===== src/rtl/score_keeper_pkg.sv =====
// Shared pong constants: field/ball/paddle geometry used by ball stage, renderer and scoring,
// plus the score_keeper state encoding.
package score_keeper_pkg;
  localparam int H_ACTIVE   = 640;
  localparam int V_ACTIVE   = 480;
  localparam int BALL_SIZE  = 8;
  localparam int PADDLE_W   = 8;
  localparam int PADDLE_H   = 64;
  localparam int PADDLE_X_L = 16;
  localparam int PADDLE_X_R = H_ACTIVE - 16 - PADDLE_W;

  typedef enum logic [1:0] {
    IDLE      = 2'd0,
    PLAY      = 2'd1,
    PAUSE     = 2'd2,
    GAME_OVER = 2'd3
  } state_t;
endpackage


===== src/rtl/score_keeper_goal_detect.sv =====
// Edge-goal detection with a re-arm latch: one goal per edge visit, re-armed only when
// the ball is back at centre. Combinational goal outputs, registered armed flag.
module goal_detect #(
  parameter int H_ACTIVE     = 640,
  parameter int LEFT_GOAL_X  = 1,
  parameter int RIGHT_GOAL_X = 637
) (
  input  logic       clk,
  input  logic       reset,
  input  logic [9:0] ball_x,
  input  logic       accept,
  output logic       goal_l,
  output logic       goal_r
);
  localparam logic [9:0] CENTRE_X = 10'(H_ACTIVE / 2);
  localparam logic [9:0] LEFT_X   = 10'(LEFT_GOAL_X);
  localparam logic [9:0] RIGHT_X  = 10'(RIGHT_GOAL_X);

  logic armed;

  assign goal_l = armed && (ball_x <= LEFT_X);
  assign goal_r = armed && (ball_x >= RIGHT_X);

  // A centre position can never be a goal, so clear and set never collide.
  always_ff @(posedge clk or posedge reset) begin
    if (reset) begin
      armed <= 1'b1;
    end else if (accept) begin
      armed <= 1'b0;
    end else if (ball_x == CENTRE_X) begin
      armed <= 1'b1;
    end
  end
endmodule


===== src/rtl/score_keeper.sv =====
// Pong scoring: goal detection, score counters and IDLE/PLAY/PAUSE/GAME_OVER control.
// Goal to score/pulse/ball_enable change is one cycle; all outputs are registered.
module score_keeper #(
  parameter int H_ACTIVE     = score_keeper_pkg::H_ACTIVE,
  parameter int LEFT_GOAL_X  = 1,
  parameter int RIGHT_GOAL_X = 637,
  parameter int WIN_SCORE    = 7,
  parameter int PAUSE_CYCLES = 50_000_000
) (
  input  logic       clk,
  input  logic       reset,
  input  logic [9:0] ball_x,
  input  logic       start,
  output logic       ball_enable,
  output logic [3:0] p1_score,
  output logic [3:0] p2_score,
  output logic       point_p1,
  output logic       point_p2,
  output logic       game_over,
  output logic       winner
);
  import score_keeper_pkg::*;

  localparam int         CNT_W    = (PAUSE_CYCLES > 1) ? $clog2(PAUSE_CYCLES) : 1;
  localparam logic [CNT_W-1:0] CNT_LAST = CNT_W'(PAUSE_CYCLES - 1);
  localparam logic [3:0] WIN      = 4'(WIN_SCORE);

  state_t           state;
  logic [CNT_W-1:0] pause_cnt;
  logic             start_d;
  logic             start_rise;
  logic             goal_l;
  logic             goal_r;
  logic             accept;

  assign start_rise = start && !start_d;
  assign accept     = (state == PLAY) && (goal_l || goal_r);

  goal_detect #(
    .H_ACTIVE    (H_ACTIVE),
    .LEFT_GOAL_X (LEFT_GOAL_X),
    .RIGHT_GOAL_X(RIGHT_GOAL_X)
  ) u_goal_detect (
    .clk   (clk),
    .reset (reset),
    .ball_x(ball_x),
    .accept(accept),
    .goal_l(goal_l),
    .goal_r(goal_r)
  );

  always_ff @(posedge clk or posedge reset) begin
    if (reset) begin
      state       <= IDLE;
      pause_cnt   <= '0;
      start_d     <= 1'b0;
      ball_enable <= 1'b0;
      p1_score    <= 4'd0;
      p2_score    <= 4'd0;
      point_p1    <= 1'b0;
      point_p2    <= 1'b0;
      game_over   <= 1'b0;
      winner      <= 1'b0;
    end else begin
      start_d  <= start;
      point_p1 <= 1'b0;
      point_p2 <= 1'b0;
      case (state)
        IDLE: begin
          if (start_rise) begin
            state       <= PLAY;
            ball_enable <= 1'b1;
          end
        end
        PLAY: begin
          // Left goal takes priority should the two goal windows ever overlap.
          if (goal_l || goal_r) begin
            ball_enable <= 1'b0;
            if (goal_l) begin
              p2_score <= p2_score + 4'd1;
              point_p2 <= 1'b1;
            end else begin
              p1_score <= p1_score + 4'd1;
              point_p1 <= 1'b1;
            end
            if ((goal_l ? p2_score : p1_score) + 4'd1 == WIN) begin
              state     <= GAME_OVER;
              game_over <= 1'b1;
              winner    <= goal_l;
            end else begin
              state     <= PAUSE;
              pause_cnt <= '0;
            end
          end
        end
        PAUSE: begin
          if (pause_cnt == CNT_LAST) begin
            state       <= PLAY;
            ball_enable <= 1'b1;
          end else begin
            pause_cnt <= pause_cnt + CNT_W'(1);
          end
        end
        GAME_OVER: begin
          if (start_rise) begin
            state       <= PLAY;
            ball_enable <= 1'b1;
            game_over   <= 1'b0;
            winner      <= 1'b0;
            p1_score    <= 4'd0;
            p2_score    <= 4'd0;
          end
        end
        default: state <= IDLE;
      endcase
    end
  end
endmodule


===== config.mk =====
export PLATFORM = sky130hd
export DESIGN_NAME = score_keeper
export DESIGN_NICKNAME = d
export VERILOG_FILES = /design/src/rtl/score_keeper_pkg.sv /design/src/rtl/score_keeper_goal_detect.sv /design/src/rtl/score_keeper.sv
export SDC_FILE = /design/constraint.sdc
export NUM_CORES = 1
export LEC_CHECK = 0
export ABC_AREA = 1
export CORE_ASPECT_RATIO = 0.8
export CORE_MARGIN = 1.5
export CORE_UTILIZATION = 25
export DETAILED_ROUTE_END_ITERATION = 8
export PLACE_DENSITY_LB_ADDON = 0.15
export SETUP_SLACK_MARGIN = 0.02
export SLEW_MARGIN = 25
export SYNTH_ARGS = -nofsm -noshare
export SYNTH_HDL_FRONTEND = slang
export SYNTH_SLANG_ARGS = --single-unit

===== constraint.sdc =====
create_clock -name clk -period 2.25 [get_ports clk]
set_input_delay 0.45 -clock clk [delete_from_list [all_inputs] [get_ports clk]]
set_output_delay 0.45 -clock clk [all_outputs]
set_load 0.05 [all_outputs]

# ---- Word-level counts from Yosys, hierarchy flattened
# Index checks and enable logic that the tools add are counted.
dict set report op_classes {
  reduce_logical 16
  magnitude_cmp 2
  add_sub_neg 4
  n_mux 36
  eq_ne 15
}
# operator count
set ops {}
lappend ops {{$mux W26} 3}
lappend ops {{$pmux W26 S2} 1}
lappend ops {{$add A26 B1 Y26 const B} 1}
lappend ops {{$eq A26 B26 Y1 const B} 1}
lappend ops {{$mux W4} 6}
lappend ops {{$mux W1} 17}
lappend ops {{$pmux W4 S2} 2}
lappend ops {{$reduce_and A4 Y1} 4}
lappend ops {{$add A4 B1 Y4 const B} 3}
lappend ops {{$ne A2 B2 Y1 const B} 6}
lappend ops {{$eq A10 B9 Y1 const B} 1}
lappend ops {{$ge A10 B10 Y1 const B} 1}
lappend ops {{$le A10 B1 Y1 const B} 1}
lappend ops {{$mux W2} 3}
lappend ops {{$ne A2 B1 Y1 const B} 3}
lappend ops {{$pmux W2 S3} 1}
lappend ops {{$reduce_bool A2 Y1} 3}
lappend ops {{$eq A2 B2 Y1 const B} 2}
lappend ops {{$eq A4 B3 Y1 const B} 1}
lappend ops {{$logic_and A1 B1 Y1} 4}
lappend ops {{$pmux W1 S2} 2}
lappend ops {{$pmux W1 S3} 1}
lappend ops {{$reduce_and A3 Y1} 1}
lappend ops {{$eq A2 B1 Y1 const B} 1}
lappend ops {{other kinds (4)} 4}
dict set report totals {
  ff_bits 43
  word_cells 84
}

# ---- Logic depth before layout (Yosys ltp)
# Gate-level depths: netlist of run 1.
dict set report depth {
  word_depth 8
  mapped_depth 13
}

# ---- Cells and area by module
# A second synthesis of run 1 with hierarchy kept.
dict set report unflattened {
  hier_cells 421
  area_unflattened_um2 2866.5
}
# mod area_each_um2 seq_area_each_um2 cells_per_inst n_inst
set modules_own_cells {}
lappend modules_own_cells {score_keeper 2731.4 1051.0 394 1}
lappend modules_own_cells {goal_detect 135.1 26.3 27 1}

# ---- Least setup slack after synthesis of run 1
# No wires, ideal clock.
dict set report synth_path {
  path_kind {register to register}
  from {register pause_cnt[0]}
  to {register pause_cnt[3]}
  t_required_ns 2.133
  setup_slack_ns 0.513
  stages_incl_launch_ff 13
  arrival_time_ns 1.620
  period_less_slack_ns 1.737
  setup_time_ns 0.117
  path_cell_list {dfrtp_1 ha_1 buf_2 inv_1 nor2_4 nand2_1 nor2_2 nand2_1 nand2_2 nand2_4 buf_2 nand4_1 nand2_1}
}
dict set report synth_between {
  elab_chain_cells 3
}
# element line
set synth_lines {}
lappend synth_lines {{start, declared} score_keeper.sv:29} ;# logic [CNT_W-1:0] pause_cnt;
lappend synth_lines {{start signal, assigned} score_keeper.sv:101} ;# pause_cnt <= pause_cnt + CNT_W'(1);
lappend synth_lines {{$add A26 B1 Y26 / $eq A26 B26 Y1 (equally long branches)} {score_keeper.sv:101, score_keeper.sv:97}}
lappend synth_lines {{$mux W26 / $ne A2 B2 Y1 (equally long branches)} -}
lappend synth_lines {{$pmux W26 S2 / $reduce_and A4 Y1 (equally long branches)} -}
# Several ways; a longest one is shown, not always the timed one. The select of a mux whose other input is x is not followed.
# A chain may end at the register's enable or synchronous reset.

# ---- Worst setup path in the final report of run 1
dict set report layout_path {
  from {register p1_score[0]}
  to {output port p1_score[0]}
}
# element line
set layout_lines {}
lappend layout_lines {{start, declared} score_keeper.sv:15} ;# output logic [3:0] p1_score,
lappend layout_lines {{start signal, assigned} score_keeper.sv:83} ;# p1_score <= p1_score + 4'd1;
# No word-level cell between the ends.

==> impl_results.md, run 1 <==
* Total power at 3524 uW
* Syn Inst Count at 481
* Hold Violations, Final at 0
* Finished Cell Area at 3667 sq um
* Status: finished, final reports clean
* Hold Buf Count CTS at 0
* Root Driver: clkbuf_16
* Crit Path Class: reg2out
* Worst-margin pin slew at 0.5077 ns
* ANT cells at 0
* Post-DP Area at 3505 sq um
* Post-route ant nets at 0
* # IOs at 26
* Mapped Nets at 501
* Pwr Density at 961.0 nW/um^2
* Post-synthesis sequential area ratio at 35.40%
* CTS tree: yes
* Initial core utilization at 26.02%
* Largest delay contributor family on the critical path: buffers and inverters
* Crit path launch type: flop
* Global-route usage over all layers at 15.00%
* Final net count at 536
* # DRC at 0
* Crit path depth at 1
* 1st-iter DRT viols at 197
* Met2 Resource Use GR at 23.67%
* Flop and latch count out of synthesis at 43
* CP bufs+invs at 1
* Crit-path max cell delay at 0.84 ns
* Global route hottest layer: met2
* Critical path data required time at 1.80 ns
* DRT Pass-1 Iters at 4
* Post-Route WL at 8679 um
* Synth area leaders: dfrtp_1 (35%), nand2_1 (25%), nor2_1 (10%), nand3_1 (5.1%), inv_1 (4.9%)
* Pleak at 0.001640 uW
* Critical-path maximum fanout at 5
* Worst Hold Class: in2async
* Average vias per placed instance at 4.504
* Top-area cell type share of the netlist area at 34.54%
* Most frequent cells in the layout: nand2_1 (201), nor2_1 (81), dfrtp_1 (42)
* Worst R2R Setup Slack at 0.32 ns
* Tmin final at 2.008 ns
* H-tree depth at 2
* Grt total ovfl at 0
* Layout Skew at 0.009387 ns
* Distinct cell type count after synthesis at 29
* Post-layout util at 31.36%
* Cell breakdown of the critical path: clkdlybuf4s50_1
* Worst rel slew slack at 66.05%
* Worst-skew pair later-pin latency at 0.29 ns
* Antenna violations before repair at 0
* Vias in the first global route at 3049
* Die Y at 101.7 um
* Critical-path cell with the highest stage delay: clkdlybuf4s50_1
* GR Layer Usage met3 at 2.694%
* # clock sinks at 43
* Rows at 35
* Worst Path Arrival at 1.56 ns
* Post-CTS Resized at 0
* Port buffer count at 25
* Synth warn at 0
* Clock slew at reported path FFs at 0.06 ns
* Layout cell share with drive strength beyond 1 at 6.770%
* Routed vias at 2995
* Final Cycle Share at 89.24%
* Final HPWL DP at 6517 um
* First-pass GRT wire length at 15100 um
* Reg2reg path depth at 11
* Worst IR drop on VDD at 771.1 uV
* Clock Path Buffers at 2
* Setup repair bufs after CTS at 0
* Commonest non-fill, non-tap cell in the layout: nand2_1
* Synthesized cell area at 3043 sq um
* Fmax at 498.0 MHz
* Routed wire length per instance at 13.05 um
* Fillers at 1271
* R2r endpoint: pause_cnt[2]$_DFFE_PP0P_
* Core area at 11690 sq um
* Worst flop-to-flop path startpoint: pause_cnt[18]$_DFFE_PP0P_
* Max_cap viols at 0
* RSZ-0062 raised after global routing: no
* Cell taking the most area after synthesis: dfrtp_1
* Largest net degree at the start of global routing at 27
* Die ar. at 12850 sq um
* GP Congestion at 0.8149
* Final Max Slew Viols at 0
* Avg Cell Area, Syn at 6.326 sq um
* Setup violators final at 0
* Crit end category: output pin
* Die width at 126.3 um
* Met1 Usage GRT at 21.57%
* Total CTS buffers at 5
* Area Growth Syn to Fin at 20.52%
-- layout make-up --
type	instances	area, sq um	area share (%)
repair buffers	38	347.8	9.485
multi-input cells	386	1737	47.36
clock buffers	7	132.6	3.617
clock inverters	1	30.03	0.8188
inverters	42	157.7	4.299
flip-flops and latches	43	1077	29.38
well taps	148	185.2	5.049
-- cell families after synthesis --
logic type	after synthesis	share of synthesized area [%]
AND/OR/NAND/NOR	356	49.51
buffers and inverters	52	7.525
AO/OA/AOI/OAI	17	2.961
XOR/XNOR	6	1.727
adder cells (fa/ha/maj)	7	2.878
flip-flops	43	35.40
-- synth_stat cells --
| cell | count |
|---|---|
| nor2_1 | 81 |
| nand4_1 | 23 |
| nand3b_1 | 1 |
| nand2_4 | 2 |
| nand3_1 | 31 |
| buf_6 | 2 |
| nor2_4 | 1 |
| clkinv_1 | 2 |
| nor3b_1 | 1 |
| or2_2 | 4 |
| a21oi_1 | 1 |
| a21boi_0 | 1 |
| clkbuf_8 | 1 |
| nand2_2 | 3 |
| a211oi_1 | 1 |
| nor2_2 | 3 |
| buf_4 | 1 |
| nor3_1 | 4 |
| nand2_1 | 201 |
| o21ai_0 | 14 |
| inv_1 | 40 |
| dfrtp_1 | 42 |
| clkbuf_1 | 2 |
| xnor2_1 | 4 |
| dfstp_2 | 1 |
| xor2_1 | 2 |
| ha_1 | 7 |
| nand3_4 | 1 |
| buf_2 | 4 |
-- stage by stage --
stage	hold slack, ns	setup TNS [ns]	instances	setup slack [ns]
detailed placement	0.4644	-0.1039	657	-0.02473
CTS	0.4507	0	665	0.2304
global placement	0.4602	-0.001677	657	-0.001677
global route	0.4659	0	665	0.04230
finish	0.4428	0	665	0.2421
floorplan	0.4620	0	481	0.5132
-- metal layers --
metal  vias up  part of all wire (%)
met5         -                     0
met4         0                  0.70
met3         5                   5.4
met2        65                    40
met1      1343                    54
li1       1582                     -
-- flip-flops by register name, indices dropped and copies added (netlist names) --
signal / count
pause_cnt: 26
p1_score: 4
p2_score: 4
state: 2
ball_enable: 1
game_over: 1
point_p1: 1
point_p2: 1
start_d: 1
u_goal_detect.armed: 1
winner: 1
-- how the worst max path moves through the flow --
stage,start,end,slack [ns]
after global routing,ball_x[3],pause_cnt[21]$_DFFE_PP0P_,0.04
after floorplan,pause_cnt[0]$_DFFE_PP0P_,pause_cnt[3]$_DFFE_PP0P_,0.51
final,p1_score[0]$_DFFE_PP0P_,p1_score[0],0.24
after CTS,p1_score[0]$_DFFE_PP0P_,p1_score[0],0.23
after detailed placement,ball_x[5],pause_cnt[2]$_DFFE_PP0P_,-0.02
after global placement,ball_x[2],pause_cnt[20]$_DFFE_PP0P_,-0.002
-- power breakdown --
| part | switching (uW) | total [uW] | internal [uW] |
|---|---|---|---|
| logic | 1150 | 1640 | 491 |
| registers | 135 | 1040 | 908 |
| clock network | 315 | 841 | 526 |
| total | 1600 | 3520 | 1930 |
(Power assumes the default switching activity.)
==> inputs of run 2 (changes only) <==
--- a/config.mk
+++ b/config.mk
@@ -9,6 +9,7 @@
 export CORE_ASPECT_RATIO = 0.8
 export CORE_MARGIN = 1.5
 export CORE_UTILIZATION = 25
+export CTS_BUF_LIST = sky130_fd_sc_hd__clkbuf_2 sky130_fd_sc_hd__clkbuf_4 sky130_fd_sc_hd__clkbuf_8
 export DETAILED_ROUTE_END_ITERATION = 8
 export PLACE_DENSITY_LB_ADDON = 0.15
 export SETUP_SLACK_MARGIN = 0.02
==> impl_results.md, run 2 (synthesized netlist as in run 1, its figures left out) <==
* Worst rel slew slack at 66.05%
* Port buffer count at 25
* Routed vias at 2965
* Largest regs: pause_cnt: 26 flops, p1_score: 4 flops, p2_score: 4 flops
* Layout cell share with drive strength beyond 1 at 7.157%
* Post-Route WL at 8667 um
* CP bufs+invs at 1
* Post-route ant nets at 0
* Worst IR drop on VDD at 754.6 uV
* Crit-path max cell delay at 0.84 ns
* # DRC at 0
* Final Max Slew Viols at 0
* GP Congestion at 0.8149
* Initial core utilization at 26.02%
* Average vias per placed instance at 4.459
* Antenna violations before repair at 0
* Vias in the first global route at 3058
* Hold Violations, Final at 0
* Hold Buf Count CTS at 0
* ANT cells at 0
* Largest net degree at the start of global routing at 27
* R2r endpoint: pause_cnt[20]$_DFFE_PP0P_
* Final HPWL DP at 6517 um
* Post-layout util at 30.95%
* Worst Path Arrival at 1.58 ns
* DRT Pass-1 Iters at 5
* Clock Path Buffers at 2
* First-pass GRT wire length at 15110 um
* Pleak at 0.001621 uW
* Worst R2R Setup Slack at 0.32 ns
* 1st-iter DRT viols at 207
* # clock sinks at 43
* Cell breakdown of the critical path: clkdlybuf4s50_1
* Core area at 11690 sq um
* Tmin final at 2.032 ns
* Setup repair bufs after CTS at 0
* Reg2reg path depth at 11
* Total power at 3335 uW
* Root Driver: clkbuf_8
* Crit path depth at 1
* Clock slew at reported path FFs at 0.09 ns
* # IOs at 26
* Grt total ovfl at 0
* Total CTS buffers at 5
* Crit end category: output pin
* Die width at 126.3 um
* Final Cycle Share at 90.33%
* Status: finished, final reports clean
* Fillers at 1279
* Most frequent cells in the layout: nand2_1 (201), nor2_1 (81), dfrtp_1 (42)
* Largest Register: pause_cnt
* Worst-margin pin slew at 0.5077 ns
* Rows at 35
* Die ar. at 12850 sq um
* CTS tree: yes
* Largest delay contributor family on the critical path: buffers and inverters
* Die Y at 101.7 um
* Setup crit start: p1_score[0]$_DFFE_PP0P_
* H-tree depth at 2
* Largest register FFs at 26
* Post-CTS Resized at 0
* RSZ-0062 raised after global routing: no
* Crit path launch type: flop
* Routed wire length per instance at 13.03 um
* Area Growth Syn to Fin at 18.91%
* Critical-path cell with the highest stage delay: clkdlybuf4s50_1
* Min Hold Slack at 0.4182 ns
* Fmax at 492.0 MHz
* Commonest non-fill, non-tap cell in the layout: nand2_1
* Crit Path Class: reg2out
* Final net count at 536
* Critical-path maximum fanout at 5
* Worst-skew pair later-pin latency at 0.31 ns
* Finished Cell Area at 3618 sq um
* Critical path data required time at 1.80 ns
* Layout Skew at 0.01283 ns
* Max_cap viols at 0
* Setup violators final at 0
* Worst Hold Class: in2async
* Setup crit end: p1_score[0]
* Global-route usage over all layers at 15.06%
* Worst flop-to-flop path startpoint: pause_cnt[18]$_DFFE_PP0P_
* Pwr Density at 921.5 nW/um^2
* Post-DP Area at 3505 sq um
## run 2: routing by layer
metal / vias up / share of wire (%) / global-route usage (%)
met3: 8 / 5.7 / 2.694
met5: - / 0 / 0
met4: 0 / 0.90 / 3.360
met1: 1320 / 55 / 21.48
met2: 57 / 39 / 23.83
li1: 1580 / - / -
## run 2: cell type report
class | count | area [sq um] | area share (%)
clock buffers | 7 | 83.83 | 2.317
well taps | 148 | 185.2 | 5.118
repair buffers | 38 | 347.8 | 9.613
inverters | 42 | 157.7 | 4.357
multi-input cells | 386 | 1737 | 47.99
flip-flops and latches | 43 | 1077 | 29.77
clock inverters | 1 | 30.03 | 0.8299
## run 2: per-stage QoR
stage	instances	setup WS (ns)	TNS (ns)
after floorplan	481	0.5132	0
after global placement	657	-0.001677	-0.001677
after detailed placement	657	-0.02473	-0.1039
after CTS	665	0.1935	0
after global routing	665	0.03530	0
final	665	0.2176	0
## run 2: how the worst min path moves through the flow
stage	startpoint	end	cells past startpoint
detailed placement	winner$_DFFE_PP0P_	winner$_DFFE_PP0P_	2
finish	reset	p1_score[3]$_DFFE_PP0P_	2
global placement	winner$_DFFE_PP0P_	winner$_DFFE_PP0P_	2
floorplan	u_goal_detect.armed$_DFFE_PP1P_	u_goal_detect.armed$_DFFE_PP1P_	2
global route	reset	p1_score[3]$_DFFE_PP0P_	2
CTS	reset	p1_score[3]$_DFFE_PP0P_	2
## run 2: report_power, final
group | total [uW] | internal (uW) | switching (uW)
clock | 645 | 357 | 288
sequential | 1040 | 907 | 136
combinational | 1650 | 491 | 1160
total | 3330 | 1750 | 1580
